--- config.mk ---
export PLATFORM = sky130hd
export DESIGN_NAME = memory_sequencer
export DESIGN_NICKNAME = d
export VERILOG_FILES = /design/src/rtl/memory_sequencer_pkg.sv /design/src/rtl/memory_sequencer.sv
export SDC_FILE = /design/constraint.sdc
export NUM_CORES = 1
export LEC_CHECK = 0
export ABC_AREA = 1
export CORE_MARGIN = 2
export CORE_UTILIZATION = 39
export CTS_BUF_LIST = sky130_fd_sc_hd__clkbuf_4
export DETAILED_ROUTE_END_ITERATION = 8
export PLACE_DENSITY = 0.91
export RECOVER_POWER = 50
export SYNTH_ARGS = -nofsm -noshare
export SYNTH_HDL_FRONTEND = slang
export SYNTH_SLANG_ARGS = --single-unit
--- constraint.sdc ---
create_clock -name clock -period 1.7 [get_ports clock]
set_input_delay 0.17 -clock clock [delete_from_list [all_inputs] [get_ports clock]]
set_output_delay 0.17 -clock clock [all_outputs]
set_load 0.02 [all_outputs]
--- src/rtl/memory_sequencer_pkg.sv ---
// Shared encodings for the memory sequencer: op codes, datapath selects,
// FSM state encoding and stack bounds.
package memseq_pkg;

    typedef enum logic [2:0] {
        OP_FETCH = 3'd0,
        OP_PUSH  = 3'd1,
        OP_POP   = 3'd2,
        OP_CALL  = 3'd3,
        OP_RET   = 3'd4
    } op_t;

    typedef enum logic [1:0] {
        MSRC_MARY    = 2'd0,
        MSRC_SHELLEY = 2'd1,
        MSRC_RA      = 2'd2,
        MSRC_COMP    = 2'd3
    } mem_src_t;

    typedef enum logic [2:0] {
        MDST_PC       = 3'd0,
        MDST_SP_PLUS2 = 3'd4,
        MDST_SP       = 3'd5
    } mem_dst_t;

    typedef enum logic [2:0] {
        PCSRC_HOLD   = 3'd0,
        PCSRC_PLUS2  = 3'd1,
        PCSRC_IMM    = 3'd3,
        PCSRC_MEMVAL = 3'd4
    } pc_src_t;

    typedef enum logic [2:0] {
        SPSRC_HOLD   = 3'd0,
        SPSRC_PLUS2  = 3'd1,
        SPSRC_MINUS2 = 3'd2
    } sp_src_t;

    typedef enum logic [3:0] {
        S_INIT     = 4'd0,
        S_IDLE     = 4'd1,
        S_FETCH    = 4'd2,
        S_PC_INC   = 4'd3,
        S_PUSH_WR  = 4'd4,
        S_PUSH_SP  = 4'd5,
        S_POP_ADR  = 4'd6,
        S_POP_RD   = 4'd7,
        S_POP_SP   = 4'd8,
        S_CALL_WR  = 4'd9,
        S_CALL_SP  = 4'd10,
        S_CALL_JMP = 4'd11,
        S_RET_ADR  = 4'd12,
        S_RET_RD   = 4'd13,
        S_RET_SP   = 4'd14,
        S_DONE     = 4'd15
    } state_t;

    localparam logic [15:0] SP_MAX = 16'hFFFE;
    localparam logic [15:0] SP_MIN = 16'h0000;

    // Stack overflow/underflow or an illegal op code sends the request down the error path.
    function automatic logic op_rejected(input logic [2:0] op, input logic [15:0] sp);
        case (op)
            OP_FETCH:         return 1'b0;
            OP_PUSH, OP_CALL: return (sp == SP_MAX);
            OP_POP, OP_RET:   return (sp == SP_MIN);
            default:          return 1'b1;
        endcase
    endfunction

    // First state of a legal operation.
    function automatic state_t first_state(input logic [2:0] op);
        case (op)
            OP_FETCH: return S_FETCH;
            OP_PUSH:  return S_PUSH_WR;
            OP_POP:   return S_POP_ADR;
            OP_CALL:  return S_CALL_WR;
            OP_RET:   return S_RET_ADR;
            default:  return S_DONE;
        endcase
    endfunction

endpackage

--- src/rtl/memory_sequencer.sv ---
// Memory sequencer: turns single operation requests (FETCH/PUSH/POP/CALL/RET)
// into a timed sequence of control strobes for the PC/SP/memory block.
module memory_sequencer
    import memseq_pkg::*;
(
    input  logic        clock,
    input  logic        reset,
    input  logic        req_valid,
    input  logic [2:0]  req_op,
    output logic        req_ready,
    output logic        done,
    output logic        err,
    output logic [15:0] pop_data,
    input  logic [15:0] sp_in,
    input  logic [15:0] mem_val_in,
    output logic        MemWrite,
    output logic        PCWrite,
    output logic        SPWrite,
    output logic        InstWrite,
    output logic        PCReset,
    output logic        SPReset,
    output logic [1:0]  MemSrc,
    output logic [2:0]  MemDst,
    output logic [2:0]  PCSrc,
    output logic [2:0]  SPSrc
);

    state_t      state;
    logic        err_q;
    logic [15:0] pop_q;

    // State register; err_q remembers whether the accepted request was rejected.
    always_ff @(posedge clock) begin
        if (reset) begin
            state <= S_INIT;
            err_q <= 1'b0;
        end else begin
            case (state)
                S_INIT:     state <= S_IDLE;
                S_IDLE: begin
                    if (req_valid) begin
                        if (op_rejected(req_op, sp_in)) begin
                            state <= S_DONE;
                            err_q <= 1'b1;
                        end else begin
                            state <= first_state(req_op);
                            err_q <= 1'b0;
                        end
                    end
                end
                S_FETCH:    state <= S_PC_INC;
                S_PC_INC:   state <= S_DONE;
                S_PUSH_WR:  state <= S_PUSH_SP;
                S_PUSH_SP:  state <= S_DONE;
                S_POP_ADR:  state <= S_POP_RD;
                S_POP_RD:   state <= S_POP_SP;
                S_POP_SP:   state <= S_DONE;
                S_CALL_WR:  state <= S_CALL_SP;
                S_CALL_SP:  state <= S_CALL_JMP;
                S_CALL_JMP: state <= S_DONE;
                S_RET_ADR:  state <= S_RET_RD;
                S_RET_RD:   state <= S_RET_SP;
                S_RET_SP:   state <= S_DONE;
                S_DONE:     state <= S_IDLE;
                default:    state <= S_INIT;
            endcase
        end
    end

    // Captures the word returned by memory one cycle after the address was presented.
    always_ff @(posedge clock) begin
        if (reset) begin
            pop_q <= '0;
        end else if (state == S_POP_RD || state == S_RET_RD) begin
            pop_q <= mem_val_in;
        end
    end

    // Reset is applied to the outputs directly so they are quiet from the very
    // first reset cycle, before the state register has been forced to INIT.
    assign pop_data = reset ? '0 : pop_q;

    // Per-state control decode; anything not driven stays at 0.
    always_comb begin
        req_ready = 1'b0;
        done      = 1'b0;
        err       = 1'b0;
        MemWrite  = 1'b0;
        PCWrite   = 1'b0;
        SPWrite   = 1'b0;
        InstWrite = 1'b0;
        PCReset   = 1'b0;
        SPReset   = 1'b0;
        MemSrc    = MSRC_MARY;
        MemDst    = MDST_PC;
        PCSrc     = PCSRC_HOLD;
        SPSrc     = SPSRC_HOLD;
        if (!reset) begin
            case (state)
                S_INIT: begin
                    PCWrite = 1'b1;
                    SPWrite = 1'b1;
                    PCReset = 1'b1;
                    SPReset = 1'b1;
                end
                S_IDLE:    req_ready = 1'b1;
                S_FETCH: begin
                    MemDst    = MDST_PC;
                    InstWrite = 1'b1;
                end
                S_PC_INC: begin
                    PCWrite = 1'b1;
                    PCSrc   = PCSRC_PLUS2;
                end
                S_PUSH_WR: begin
                    MemWrite = 1'b1;
                    MemDst   = MDST_SP_PLUS2;
                    MemSrc   = MSRC_SHELLEY;
                end
                S_PUSH_SP, S_CALL_SP: begin
                    SPWrite = 1'b1;
                    SPSrc   = SPSRC_PLUS2;
                end
                S_POP_ADR, S_POP_RD, S_RET_ADR: MemDst = MDST_SP;
                S_POP_SP, S_RET_SP: begin
                    SPWrite = 1'b1;
                    SPSrc   = SPSRC_MINUS2;
                end
                S_CALL_WR: begin
                    MemWrite = 1'b1;
                    MemDst   = MDST_SP_PLUS2;
                    MemSrc   = MSRC_RA;
                end
                S_CALL_JMP: begin
                    PCWrite = 1'b1;
                    PCSrc   = PCSRC_IMM;
                end
                S_RET_RD: begin
                    MemDst  = MDST_SP;
                    PCWrite = 1'b1;
                    PCSrc   = PCSRC_MEMVAL;
                end
                S_DONE: begin
                    done = 1'b1;
                    err  = err_q;
                end
                default: ;
            endcase
        end
    end

endmodule

==> results of run 1 <==
## through the flow
stage / area (µm²) / worst slack [ns]
2_1_floorplan: 1290 / 0.157
3_3_place_gp: 2150 / -0.207
3_5_place_dp: 2150 / -0.304
4_1_cts: 2230 / -0.0594
5_1_grt: 2260 / -0.0937
6_report: 2260 / -0.0195
## cell families after synthesis
| group | count (synthesis) | synth area share [%] |
|---|---|---|
| flip-flops | 21 | 32.7 |
| buffers and inverters | 46 | 14.6 |
| AO/OA/AOI/OAI | 52 | 21.5 |
| other | 1 | 0.292 |
| AND/OR/NAND/NOR | 100 | 30.9 |
## power breakdown
part / switching [mW] / internal [mW] / leakage [nW]
logic: 0.795 / 0.630 / 0.880
registers: 0.133 / 0.619 / 0.173
clock network: 0.154 / 0.107 / 0.0184
## path summary, 6_finish.rpt
kind | startpoint | to | slack [ns]
max | state[0] | MemDst[0] | -0.02
min | mem_val_in[7] | pop_q[7] | 0.46
max reg2reg | state[0] | pop_q[1] | 0.04
min reg2reg | pop_q[5] | pop_q[5] | 0.46
## cell usage in the layout, fill, tap and decap left out, types with 2 or more instances in the layout
cell / Yosys / routed
a21oi_1: 22 / 21
nor2_4: 0 / 5
nand3_1: 5 / 5
dfxtp_1: 21 / 17
nor2_2: 1 / 2
nand2_2: 0 / 2
buf_6: 0 / 3
o21ai_1: 18 / 17
nor3_1: 5 / 4
buf_2: 3 / 5
clkdlybuf4s50_1: 0 / 36
clkbuf_4: 0 / 4
inv_6: 0 / 2
nor2_1: 54 / 48
dfxtp_4: 0 / 4
nand2_4: 0 / 3
clkbuf_2: 0 / 5
o21ai_2: 1 / 2
conb_1: 1 / 2
dlygate4sd2_1: 0 / 17
inv_1: 31 / 28
inv_4: 0 / 3
o21ai_0: 6 / 6
buf_4: 3 / 26
nand2_1: 33 / 28
## sequential cells by signal (all words and copies together) (netlist names)
signal,cells
err_q,1
state,4
pop_q,16
## worst reg2reg max path, cell delays in order, from the launching register on
cell and delay [ns]:
dfxtp_4 0.43, inv_4 0.06, nor2_4 0.16, nand2_4 0.08
o21ai_2 0.09, buf_4 0.15, buf_4 0.09, buf_4 0.11
inv_6 0.08, o21ai_1 0.20, a21oi_1 0.09
## layout make-up
class                   instances  area (µm²)  area share [%]
multi-input cells             154         772            34.2
repair buffers                 94         818            36.2
well taps                      44        55.1            2.44
inverters                      35         149            6.59
flip-flops and latches         21         435            19.3
clock buffers                   4        30.0            1.33
## per-layer routing
layer / GRT usage [%] / vias to the layer above
met3: 3.57 / 9
met5: 0 / -
li1: - / 865
met1: 28.9 / 744
met2: 41.3 / 71
met4: 7.29 / 0
## timing repair
item / 4_1_cts / 5_1_grt
buffers inserted: 3 / 2
gates resized for setup: 100 / 36
pin swaps: 4 / 4
endpoints found under the setup margin: 34 / 31
hold buffers: 0 / 0
cloned: 0 / 0
==> results.json, run 1 <==
{
  "worst-path-stages": 6,
  "initial_core_util_pct": 41.4,
  "clock_tree.htree_level_count": 1,
  "irDropWorstVdd_mv": 0.487,
  "routed_wirelength_um": 4390,
  "routabilityCongestion": 0.838,
  "num_antenna_cells": 0,
  "timing.hold.worst_path_depth": 3,
  "syn2layout_area_growth_pct": 75.9,
  "final_antenna_net_count": 0,
  "period_needed_ns": 1.72,
  "timing.final.max_slew_violations": 0,
  "grt_first_pass_wirelength_um": 6620,
  "wl_met3_um": 272,
  "dp.final_hpwl_um": 3100,
  "period_share_pct": 101,
  "overflow": 0,
  "synth_cell_types": 24,
  "drv.max_cap_violation_count": 0,
  "setup_tns_ns": -0.0380,
  "hold_slack_ns": 0.458,
  "die_height_um": 61.4,
  "antenna_found_initial": 0,
  "grt_setup_unrepaired": "yes",
  "vias_per_cell": 4.80,
  "critical_path.slowest_cell": "dfxtp_4",
  "grtUsageTotal_pct": 23.3,
  "cts_sinks": 21,
  "yosys.cell_count.top_type": "nor2_1",
  "clk_transition_reported_paths_ns": 0.12,
  "async_reset_ff_share_pct": 0,
  "final_critical_path_setup_slack_ns": -0.0195,
  "yosys_warnings": 0,
  "finClkSkew_ns": 0.0108,
  "grt_pass1_vias": 1542,
  "critical_path.top_delay_family": "flip-flops",
  "wl_met2_um": 2270,
  "placed_cells_incl_taps": 344,
  "num-fill-cells": 265,
  "route.layer.met1.wl_um": 1780,
  "post_synthesis_cell_area_um2": 1280,
  "post-route-drc-count": 0,
  "criticalPathCategory": "reg2out",
  "critPathBufInv": 2,
  "netlist_top_cells_area": "dfxtp_1 (33%), nor2_1 (16%), nand2_1 (9.6%), inv_1 (9.1%), a21oi_1 (8.6%)",
  "clock.fmax_ghz": 0.582,
  "tritoncts": "done",
  "synthDominantAreaCellType": "dfxtp_1",
  "io_buffer_count": 71,
  "drive_gt1_share_pct": 23.4,
  "worst_min_path_class": "in2reg",
  "final-instance-count-excl-fill": 352,
  "synthCells": 220,
  "rows": 20,
  "core_area_um2": 3100,
  "postSynthAreaPerCell_um2": 5.84,
  "clock_tree.root_cell": "clkbuf_4",
  "cts_max_path_buffers": 2,
  "cellLeakagePower_nw": 1.07,
  "worstPathArrival_ns": 1.55,
  "post-synth-top-area-fraction_pct": 32.7,
  "insertion_delay_ns": 0.31,
  "worst_setup_path_start_kind": "flip-flop",
  "crit_fanout": 5,
  "design.final.nets": 347,
  "number_of_buffers_added_by_the_clock_tree_synthesis_step": 3,
  "maximum_number_of_pins_on_one_net_before_global_route_repair": 33,
  "design.die.area_um2": 3770,
  "timing.critical_path.cells": "nand2_1 -> o21ai_2 -> a221oi_2 -> buf_4 -> nor2_2 -> buf_6",
  "fin_total_pwr_mw": 2.44,
  "yosys_register_bits": 21,
  "pin_count": 74,
  "synth_common_cells": "nor2_1 (54), nand2_1 (33), inv_1 (31), a21oi_1 (22), dfxtp_1 (21)",
  "avgRoutedWirePerCell_um": 12.5,
  "status": "finished with violations",
  "violations_in_the_final_reports": "setup timing",
  "top_layer": "met4",
  "synth-edff-count": 0,
  "report.final.hold_viol_count": 0,
  "worstPathRequired_ns": 1.53,
  "drtPass1Iterations": 4,
  "power_density_nw_per_um2": 1080,
  "final-setup-viol-count": 3,
  "detailroute.via_count": 1689,
  "ys_dominant_reg_cell": "dfxtp_1",
  "endpoint_kind": "primary output",
  "layout_utilization_pct": 72.8,
  "die_w_um": 61.4,
  "share_of_synthesized_area_occupied_by_flip_flops_and_latches_pct": 32.7,
  "r2r_cells": 10,
  "max_stage_delay_ns": 0.40,
  "drtIter0Drc": 88
}
No activity file was read; power rests on OpenSTA's default activity.
==> inputs of run 2 (changes only) <==
--- a/config.mk
+++ b/config.mk
@@ -12,6 +12,7 @@
 export DETAILED_ROUTE_END_ITERATION = 8
 export PLACE_DENSITY = 0.91
 export RECOVER_POWER = 50
+export SLEW_MARGIN = 30
 export SYNTH_ARGS = -nofsm -noshare
 export SYNTH_HDL_FRONTEND = slang
 export SYNTH_SLANG_ARGS = --single-unit
==> results of run 2 <==
Final layout, timing and power as in run 1 (identical DEF).
